[config.mk]
export PLATFORM = sky130hd
export DESIGN_NAME = clk_en_gen_flat
export DESIGN_NICKNAME = d
export VERILOG_FILES = /design/src/rtl/time_mgr_pkg.sv /design/src/rtl/clk_en_gen_if.sv /design/src/rtl/clk_en_div_cnt.sv /design/src/rtl/clk_en_gen.sv /design/src/flat_wrapper.sv
export SDC_FILE = /design/constraint.sdc
export NUM_CORES = 1
export LEC_CHECK = 0
export CAP_MARGIN = 25
export CORE_MARGIN = 2
export CORE_UTILIZATION = 50
export CTS_BUF_LIST = sky130_fd_sc_hd__clkbuf_4 sky130_fd_sc_hd__clkbuf_8 sky130_fd_sc_hd__clkbuf_16
export DETAILED_ROUTE_END_ITERATION = 10
export MAX_ROUTING_LAYER = met4
export PLACE_DENSITY = 0.71
export SLEW_MARGIN = 20
export SYNTH_ARGS = -nofsm -noshare
export SYNTH_HDL_FRONTEND = slang
export SYNTH_HIERARCHICAL = 1
export SYNTH_SLANG_ARGS = --single-unit
[constraint.sdc]
create_clock -name CLK_IN -period 3.9 [get_ports CLK_IN]
set_input_delay 0.39 -clock CLK_IN [delete_from_list [all_inputs] [get_ports CLK_IN]]
set_output_delay 0.39 -clock CLK_IN [all_outputs]
set_load 0.02 [all_outputs]
[src/rtl/time_mgr_pkg.sv]
// Shared Time_Manager definitions: FSM state encoding, default counter width
// and the BUSY/DONE output levels used by all Time_Manager blocks.
package time_mgr_pkg;

    localparam int CNT_W_DEF = 16;

    typedef enum logic [0:0] {
        IDLE = 1'b0,
        RUN  = 1'b1
    } state_e;

    localparam logic BUSY_ON  = 1'b1;
    localparam logic BUSY_OFF = 1'b0;
    localparam logic DONE_ON  = 1'b1;
    localparam logic DONE_OFF = 1'b0;

endpackage

[src/rtl/clk_en_gen_if.sv]
// Control/status bundle between a burst sequencer (master) and the
// clock-enable generator (slave).
interface clk_en_gen_if
    import time_mgr_pkg::*;
#(
    parameter int CNT_W = CNT_W_DEF
);
    logic             START;
    logic             STOP;
    logic [CNT_W-1:0] DIV;
    logic [CNT_W-1:0] BURST;
    logic             CLK_ENO;
    logic             BUSY;
    logic             DONE;

    modport master (
        output START, STOP, DIV, BURST,
        input  CLK_ENO, BUSY, DONE
    );

    modport slave (
        input  START, STOP, DIV, BURST,
        output CLK_ENO, BUSY, DONE
    );
endinterface

[src/rtl/clk_en_div_cnt.sv]
// Modulo-(i_mod+1) period counter with synchronous clear/load and a
// terminal-count flag that is high while the count equals i_mod.
module clk_en_div_cnt
    import time_mgr_pkg::*;
#(
    parameter int CNT_W = CNT_W_DEF
) (
    input  logic             clk,
    input  logic             rst_n,
    input  logic             i_clr,
    input  logic             i_load,
    input  logic [CNT_W-1:0] i_load_val,
    input  logic             i_en,
    input  logic [CNT_W-1:0] i_mod,
    output logic             o_tc
);

    logic [CNT_W-1:0] r_cnt;
    logic             w_tc;

    assign w_tc = (r_cnt == i_mod);
    assign o_tc = w_tc;

    // NOTE: state flops use non-blocking assignments so every flop samples
    // pre-edge values, regardless of block ordering in simulation.
    always_ff @(posedge clk or negedge rst_n) begin
        if (!rst_n) begin
            r_cnt <= '0;
        end else if (i_clr) begin
            r_cnt <= '0;
        end else if (i_load) begin
            r_cnt <= i_load_val;
        end else if (i_en) begin
            r_cnt <= w_tc ? '0 : r_cnt + CNT_W'(1);
        end
    end

endmodule

[src/rtl/clk_en_gen.sv]
// Burst clock-enable generator: emits registered single-cycle enables every
// DIV+1 cycles for BURST pulses (0 = until STOP) to a latch-based clock gate.
module clk_en_gen
    import time_mgr_pkg::*;
#(
    parameter int CNT_W = CNT_W_DEF
) (
    input  logic         CLK_IN,
    input  logic         RST_N,
    clk_en_gen_if.slave  bus
);

    state_e           r_state;
    logic [CNT_W-1:0] r_div;
    logic [CNT_W-1:0] r_burst;
    logic [CNT_W-1:0] r_pulse_cnt;
    logic             r_clk_en;
    logic             r_busy;
    logic             r_done;

    logic             w_start;
    logic             w_run;
    logic             w_last;
    logic             w_tc;

    assign w_start = (r_state == IDLE) && bus.START && !bus.STOP;
    assign w_run   = (r_state == RUN);
    // Subtracting from B avoids the overflow that pulse_cnt+1 == B would hit.
    assign w_last  = r_clk_en && (r_burst != '0) &&
                     (r_pulse_cnt == r_burst - CNT_W'(1));

    clk_en_div_cnt #(.CNT_W(CNT_W)) u_div_cnt (
        .clk        (CLK_IN),
        .rst_n      (RST_N),
        .i_clr      (w_start),
        .i_load     (1'b0),
        .i_load_val ('0),
        .i_en       (w_run),
        .i_mod      (r_div),
        .o_tc       (w_tc)
    );

    always_ff @(posedge CLK_IN or negedge RST_N) begin
        if (!RST_N) begin
            r_state     <= IDLE;
            r_div       <= '0;
            r_burst     <= '0;
            r_pulse_cnt <= '0;
            r_clk_en    <= 1'b0;
            r_busy      <= BUSY_OFF;
            r_done      <= DONE_OFF;
        end else begin
            r_done <= DONE_OFF;
            case (r_state)
                IDLE: begin
                    if (w_start) begin
                        r_state     <= RUN;
                        r_div       <= bus.DIV;
                        r_burst     <= bus.BURST;
                        r_pulse_cnt <= '0;
                        r_clk_en    <= 1'b1;
                        r_busy      <= BUSY_ON;
                    end
                end
                RUN: begin
                    if (bus.STOP) begin
                        r_state  <= IDLE;
                        r_clk_en <= 1'b0;
                        r_busy   <= BUSY_OFF;
                    end else if (w_last) begin
                        r_state  <= IDLE;
                        r_clk_en <= 1'b0;
                        r_busy   <= BUSY_OFF;
                        r_done   <= DONE_ON;
                    end else begin
                        if (r_clk_en) begin
                            r_pulse_cnt <= r_pulse_cnt + CNT_W'(1);
                        end
                        r_clk_en <= w_tc;
                    end
                end
                default: r_state <= IDLE;
            endcase
        end
    end

    assign bus.CLK_ENO = r_clk_en;
    assign bus.BUSY    = r_busy;
    assign bus.DONE    = r_done;

endmodule
[src/flat_wrapper.sv]
// flat-port wrapper written by rule: the top's interface ports become plain ports
module clk_en_gen_flat import time_mgr_pkg::*;
#(
    parameter int CNT_W = CNT_W_DEF
)
  (CLK_IN, RST_N, bus_START, bus_STOP, bus_DIV, bus_BURST, bus_CLK_ENO, bus_BUSY, bus_DONE);
  clk_en_gen_if #(.CNT_W(CNT_W)) bus_i ();
  input  logic CLK_IN;
  input  logic RST_N;
  input wire logic [$bits(bus_i.START)-1:0] bus_START;
  input wire logic [$bits(bus_i.STOP)-1:0] bus_STOP;
  input wire logic [$bits(bus_i.DIV)-1:0] bus_DIV;
  input wire logic [$bits(bus_i.BURST)-1:0] bus_BURST;
  output wire logic [$bits(bus_i.CLK_ENO)-1:0] bus_CLK_ENO;
  output wire logic [$bits(bus_i.BUSY)-1:0] bus_BUSY;
  output wire logic [$bits(bus_i.DONE)-1:0] bus_DONE;
  assign bus_i.START = bus_START;
  assign bus_i.STOP = bus_STOP;
  assign bus_i.DIV = bus_DIV;
  assign bus_i.BURST = bus_BURST;
  assign bus_CLK_ENO = bus_i.CLK_ENO;
  assign bus_BUSY = bus_i.BUSY;
  assign bus_DONE = bus_i.DONE;
  clk_en_gen #(.CNT_W(CNT_W)) u_core (.CLK_IN(CLK_IN), .RST_N(RST_N), .bus(bus_i));
endmodule
Word-level counts from Yosys, hierarchy flattened. Index checks and enable logic that the tools add are counted.

Add/subtract/negate cells: 3. Eq/ne operators: 7. Mux-type cells: 22. Bitwise operators: 1. Reductions and logical operators: 10.

Operators with widths (number): $mux 16 (7); $add 16x1->16 const B (2); $eq 16x16->1 (2); $pmux 16 s2 (1); $reduce_bool 16->1 (1); $sub 16x1->16 const B (1); $mux 1 (11); $ne 2x2->1 const B (4); $pmux 1 s2 (3); $logic_and 1x1->1 (4); $reduce_and 2->1 (2); $reduce_and 4->1 (1); $ne 3x3->1 const B (1); $reduce_bool 2->1 (1); $logic_not 1->1 (1); $not 1->1 (1).

Register bits: 68. Output and inout port bits: 3. Word-level logic and storage cells: 51.

Depth between registers and ports, before layout.
Depth in word-level cells: 6. Mapped depth: 12.

By module. The synthesis kept the hierarchy.

Modules (own cells, without submodules): clk_en_gen (times used 1, cells each 339, area each 2929.1 um^2, sequential area each 1301.2 um^2); clk_en_div_cnt (times used 1, cells each 134, area each 1239.9 um^2, sequential area each 400.4 um^2).

Worst setup path after synthesis. OpenSTA, ideal clock, no wires.

Path kind: register to register. Start point: reg u_core.r_burst[0]. End point: reg u_core.r_pulse_cnt[0]. Arrival: 2991 ps. Data required time: 3775 ps. Setup slack: 784 ps. Cell stages (with the launch flop): 12. Path buffers: 1. Period minus slack after synthesis: 3116 ps. Path through: dfrtp_1 -> inv_1 -> ha_1 -> or3b_2 -> clkbuf_1 -> xnor2_1 -> or4_1 -> and3_1 -> nand3b_1 -> nor4b_4 -> nor2_2 -> mux2_4.

Word-level cells in the longest chain between the ends: 5.

RTL lines: start: declaration (line clk_en_gen.sv:15) `logic [CNT_W-1:0] r_burst;`; start signal: assignment (line clk_en_gen.sv:59) `r_burst <= bus.BURST;`; $sub 16x1->16 or $reduce_bool 16->1 (tied branches) (line clk_en_gen.sv:30, clk_en_gen.sv:29); $eq 16x16->1 or $logic_and 1x1->1 (tied branches) (line clk_en_gen.sv:30, clk_en_gen.sv:29); $logic_and 1x1->1 * (line clk_en_gen.sv:29) `assign w_last = r_clk_en && (r_burst != '0) &&`; $ne 2x2->1 (no source line) *; $reduce_and 4->1 (no source line) *; end signal: assignment (line clk_en_gen.sv:77) `r_pulse_cnt <= r_pulse_cnt + CNT_W'(1);`; end: declaration (line clk_en_gen.sv:16) `logic [CNT_W-1:0] r_pulse_cnt;`.

Mark *: on every way between the ends. The rest lies on a longest branch, timed or not. A chain may end at the register's enable or synchronous reset.

Worst setup path in the final report.
Start point: reg u_core.r_burst[0]. End point: reg u_core.r_pulse_cnt[12].

The elaborated chain is that of the path after synthesis.

==> metrics.csv <==
metric,value,unit
clk root buf,clkbuf_8,
R2R cell count,10,
top sig layer,met4,
Hold Crit Class,in2async,
Worst Skew,0.01099,ns
Antenna Violating Nets Remaining,0,
layout cells sized above 1,9.615,%
Worst Setup SP,u_core/r_burst[0]$_DFFE_PN0P_,
GPL Wtd Cong,0.9000,
TritonCTS clock tree,built,
RSZ-0062 raised after global routing,false,
Starting Density,51.25,%
status,finished clean,
grt ovf,0,
crit path kind,reg2reg,
Worst VDD drop,0.0002111,V
number of distinct library cells after synthesis,58,
"FF+latch count, synth",68,
# IOs,39,
WL met3,398,um
"Slew Viols, Final",0,
clock sinks,68,
Clk pwr share,33.0,%
DRC,0,
WL met2,4738,um
Sequential Power Share,45.4,%
Arrival @ worst endpoint,3.69,ns
area growth from synthesis to layout,16.54,%
Worst-Margin Slew,0.9372,ns
post-route insts no fill,625,
Die H,95.31,um
chip width,95.31,um
combinational power share,21.6,%
most frequent cell after synthesis,nand2_1,
sw frac,31.32,%
postcts setup bufs,0,
GR Util All Layers,24.57,%
wire per inst,16.03,um
die area,9084,um^2
Crit. End Element,flop,
Compound-Gate Fraction of Synth Area,13.63,%
top post-synthesis cells by count,"nand2_1 (116), dfrtp_1 (68), xnor2_1 (35), a21oi_1 (28), nor2_1 (17)",
Nets,555,
first drt pass iteration count,5,
number of antenna diodes,0,
"Primary FF master, synth",dfrtp_1,
drt initial violations,245,
Post-synth EDFFs,0,
Num CTS Buffers,9,
Clock transition at path regs,0.08,ns
clk buf depth,2,
Final Hold Violating Endpoints,0,
IO Port Bufs,38,
Routed WL,10020,um
Filler cells,724,
mux cell area share after synthesis,1.080,%
syn avg cell area,8.814,um^2
startpoint types,flop,
YS warnings,6,
Synth Area in Adders,1.200,%
r2r startpoint,u_core/r_burst[0]$_DFFE_PN0P_,
DP Cell Count,609,
Synth area leaders,"dfrtp_1 (41%), nand2_1 (10%), xnor2_1 (7.4%), a21oi_1 (3.4%), xor2_1 (3.2%)",
crit-path max FO,8,
initial antenna violation count,0,
clk_lat worst skew,0.35,ns
H-tree depth,3,
detailed placer's ending HPWL,6870,um
Max-slew headroom,37.52,%
Core Region,8134,um^2
top cell type's share of synthesized area,40.82,%
Tmin final,3.422,ns
vias in the first global route,3403,
post-synthesis instance total,473,
LEAKAGE,0.002052,uW
register area share after synthesis,40.82,%
"Hold-fix buffers, CTS",0,
pwr/cell area,408.3,nW/um^2
crit share post-route,87.75,%
cell row count,33,
largest net degree at the start of global routing,62,
mean number of vias per cell,5.694,
worst r2r dst,u_core/r_pulse_cnt[12]$_DFFE_PN0P_,
largest family of logic cells by synthesized area,simple AND/OR/NAND/NOR gates,
switching power,621.3,uW
Reg2Reg Setup Slack,0.48,ns
Max-Cap Viols,0,
"FFs w/ async S/R, synth",100.0,%
Multi-input gate area,2359,um^2
Reg area,1702,um^2
vias,3559,
met1 WL,4660,um
Required @ worst endpoint,4.17,ns
CP endpoint,u_core/r_pulse_cnt[12]$_DFFE_PN0P_,
Cell Int Power,1362,uW
Finish-stage setup viols,0,
setup_tns,0,ns
cell taking the most area after synthesis,dfrtp_1,
Mapped Area,4169,um^2
Synth Area in XOR/XNOR,10.50,%
Fmax,292.2,MHz
Simple-Gate Fraction of Synth Area,28.54,%
cts repair resizes,0,
wire length of the first global-routing pass,16600,um
-- layer usage --
metal  up-vias  track usage [%]
met3        14            3.715
met5         -                -
met4         0            8.937
met2       105            37.97
li1       1724                -
met1      1716            32.93
-- cell usage in the layout, fill, tap and decap left out, types with 11 or more instances in the layout --
| cell | instances |
|---|---|
| a21oi_1 | 27 |
| clkdlybuf4s50_1 | 37 |
| conb_1 | 17 |
| dfrtp_1 | 68 |
| nand2_1 | 116 |
| nand3_1 | 12 |
| nor2_1 | 17 |
| nor3b_1 | 16 |
| nor4_1 | 11 |
| xnor2_1 | 35 |
| xor2_1 | 15 |
-- kinds of logic (layout without fill, tap and decap cells) --
| family | Yosys count | in the layout |
|---|---|---|
| compound gates | 77 | 77 |
| xor+xnor | 50 | 50 |
| fa+ha+maj | 4 | 4 |
| buf+inv | 38 | 69 |
| flops | 68 | 68 |
| mux | 4 | 4 |
| other cells | 1 | 17 |
| simple gates | 231 | 231 |
-- registers in the layout, summed over array words and instances, names as in the netlist --
register and cells:
u_core/bus.BUSY 1, u_core/bus.CLK_ENO 1, u_core/bus.DONE 1, u_core/r_burst 16, u_core/r_div 16, u_core/r_pulse_cnt 16
u_core/r_state 1, u_core/u_div_cnt/r_cnt 16
-- power by group through the flow --
stage,Clock [uW],Combinational (uW),Sequential (uW)
finish,655,428,901
global route,701,479,914
CTS,669,428,898
detailed placement,0,425,911
global placement,0,413,908
floorplan,0,336,872
-- through the flow --
| step | setup WS [ns] | utilization, % | hold WS (ns) | power [uW] | area [um^2] |
|---|---|---|---|---|---|
| floorplan | 0.7840 | - | 0.09441 | 1207 | 4229 |
| global route | 0.1788 | 59.73 | 0.2349 | 2094 | 4858 |
| global placement | 0.4958 | 56.98 | 0.4815 | 1321 | 4634 |
| finish | 0.4776 | 59.73 | 0.1530 | 1984 | 4858 |
| detailed placement | 0.3215 | 56.98 | 0.4848 | 1336 | 4634 |
| CTS | 0.2674 | 59.68 | 0.2008 | 1995 | 4855 |
-- critical path, cell delays in order, from the launching register on --
cell	delay [ns]
dfrtp_1	0.43
inv_1	0.11
ha_1	0.20
or3b_2	0.56
or4_1	0.51
a211oi_1	0.22
nor3_1	0.13
nor4b_2	0.48
a21oi_1	0.33
nand2_1	0.17
mux2i_1	0.20
-- worst min path at each step --
| stage | cells after the start | start | end |
|---|---|---|---|
| 2_1_floorplan | 0 | RST_N | u_core/bus.BUSY$_DFFE_PN0P_ |
| 3_3_place_gp | 2 | u_core/r_div[14]$_DFFE_PN0P_ | u_core/r_div[14]$_DFFE_PN0P_ |
| 3_5_place_dp | 2 | u_core/r_div[5]$_DFFE_PN0P_ | u_core/r_div[5]$_DFFE_PN0P_ |
| 4_1_cts | 1 | RST_N | u_core/r_burst[2]$_DFFE_PN0P_ |
| 5_1_grt | 1 | RST_N | u_core/r_burst[2]$_DFFE_PN0P_ |
| 6_report | 1 | RST_N | u_core/r_burst[2]$_DFFE_PN0P_ |
-- area by class of cell --
type	instances	area share, %
clock buffer	10	2.704
clock inverter	6	1.828
inverter	11	0.8499
multi-input combinational	383	48.54
sequential	68	35.02
tap	105	2.704
timing repair buffer	42	8.344
Power figures use the tool's default switching activity.
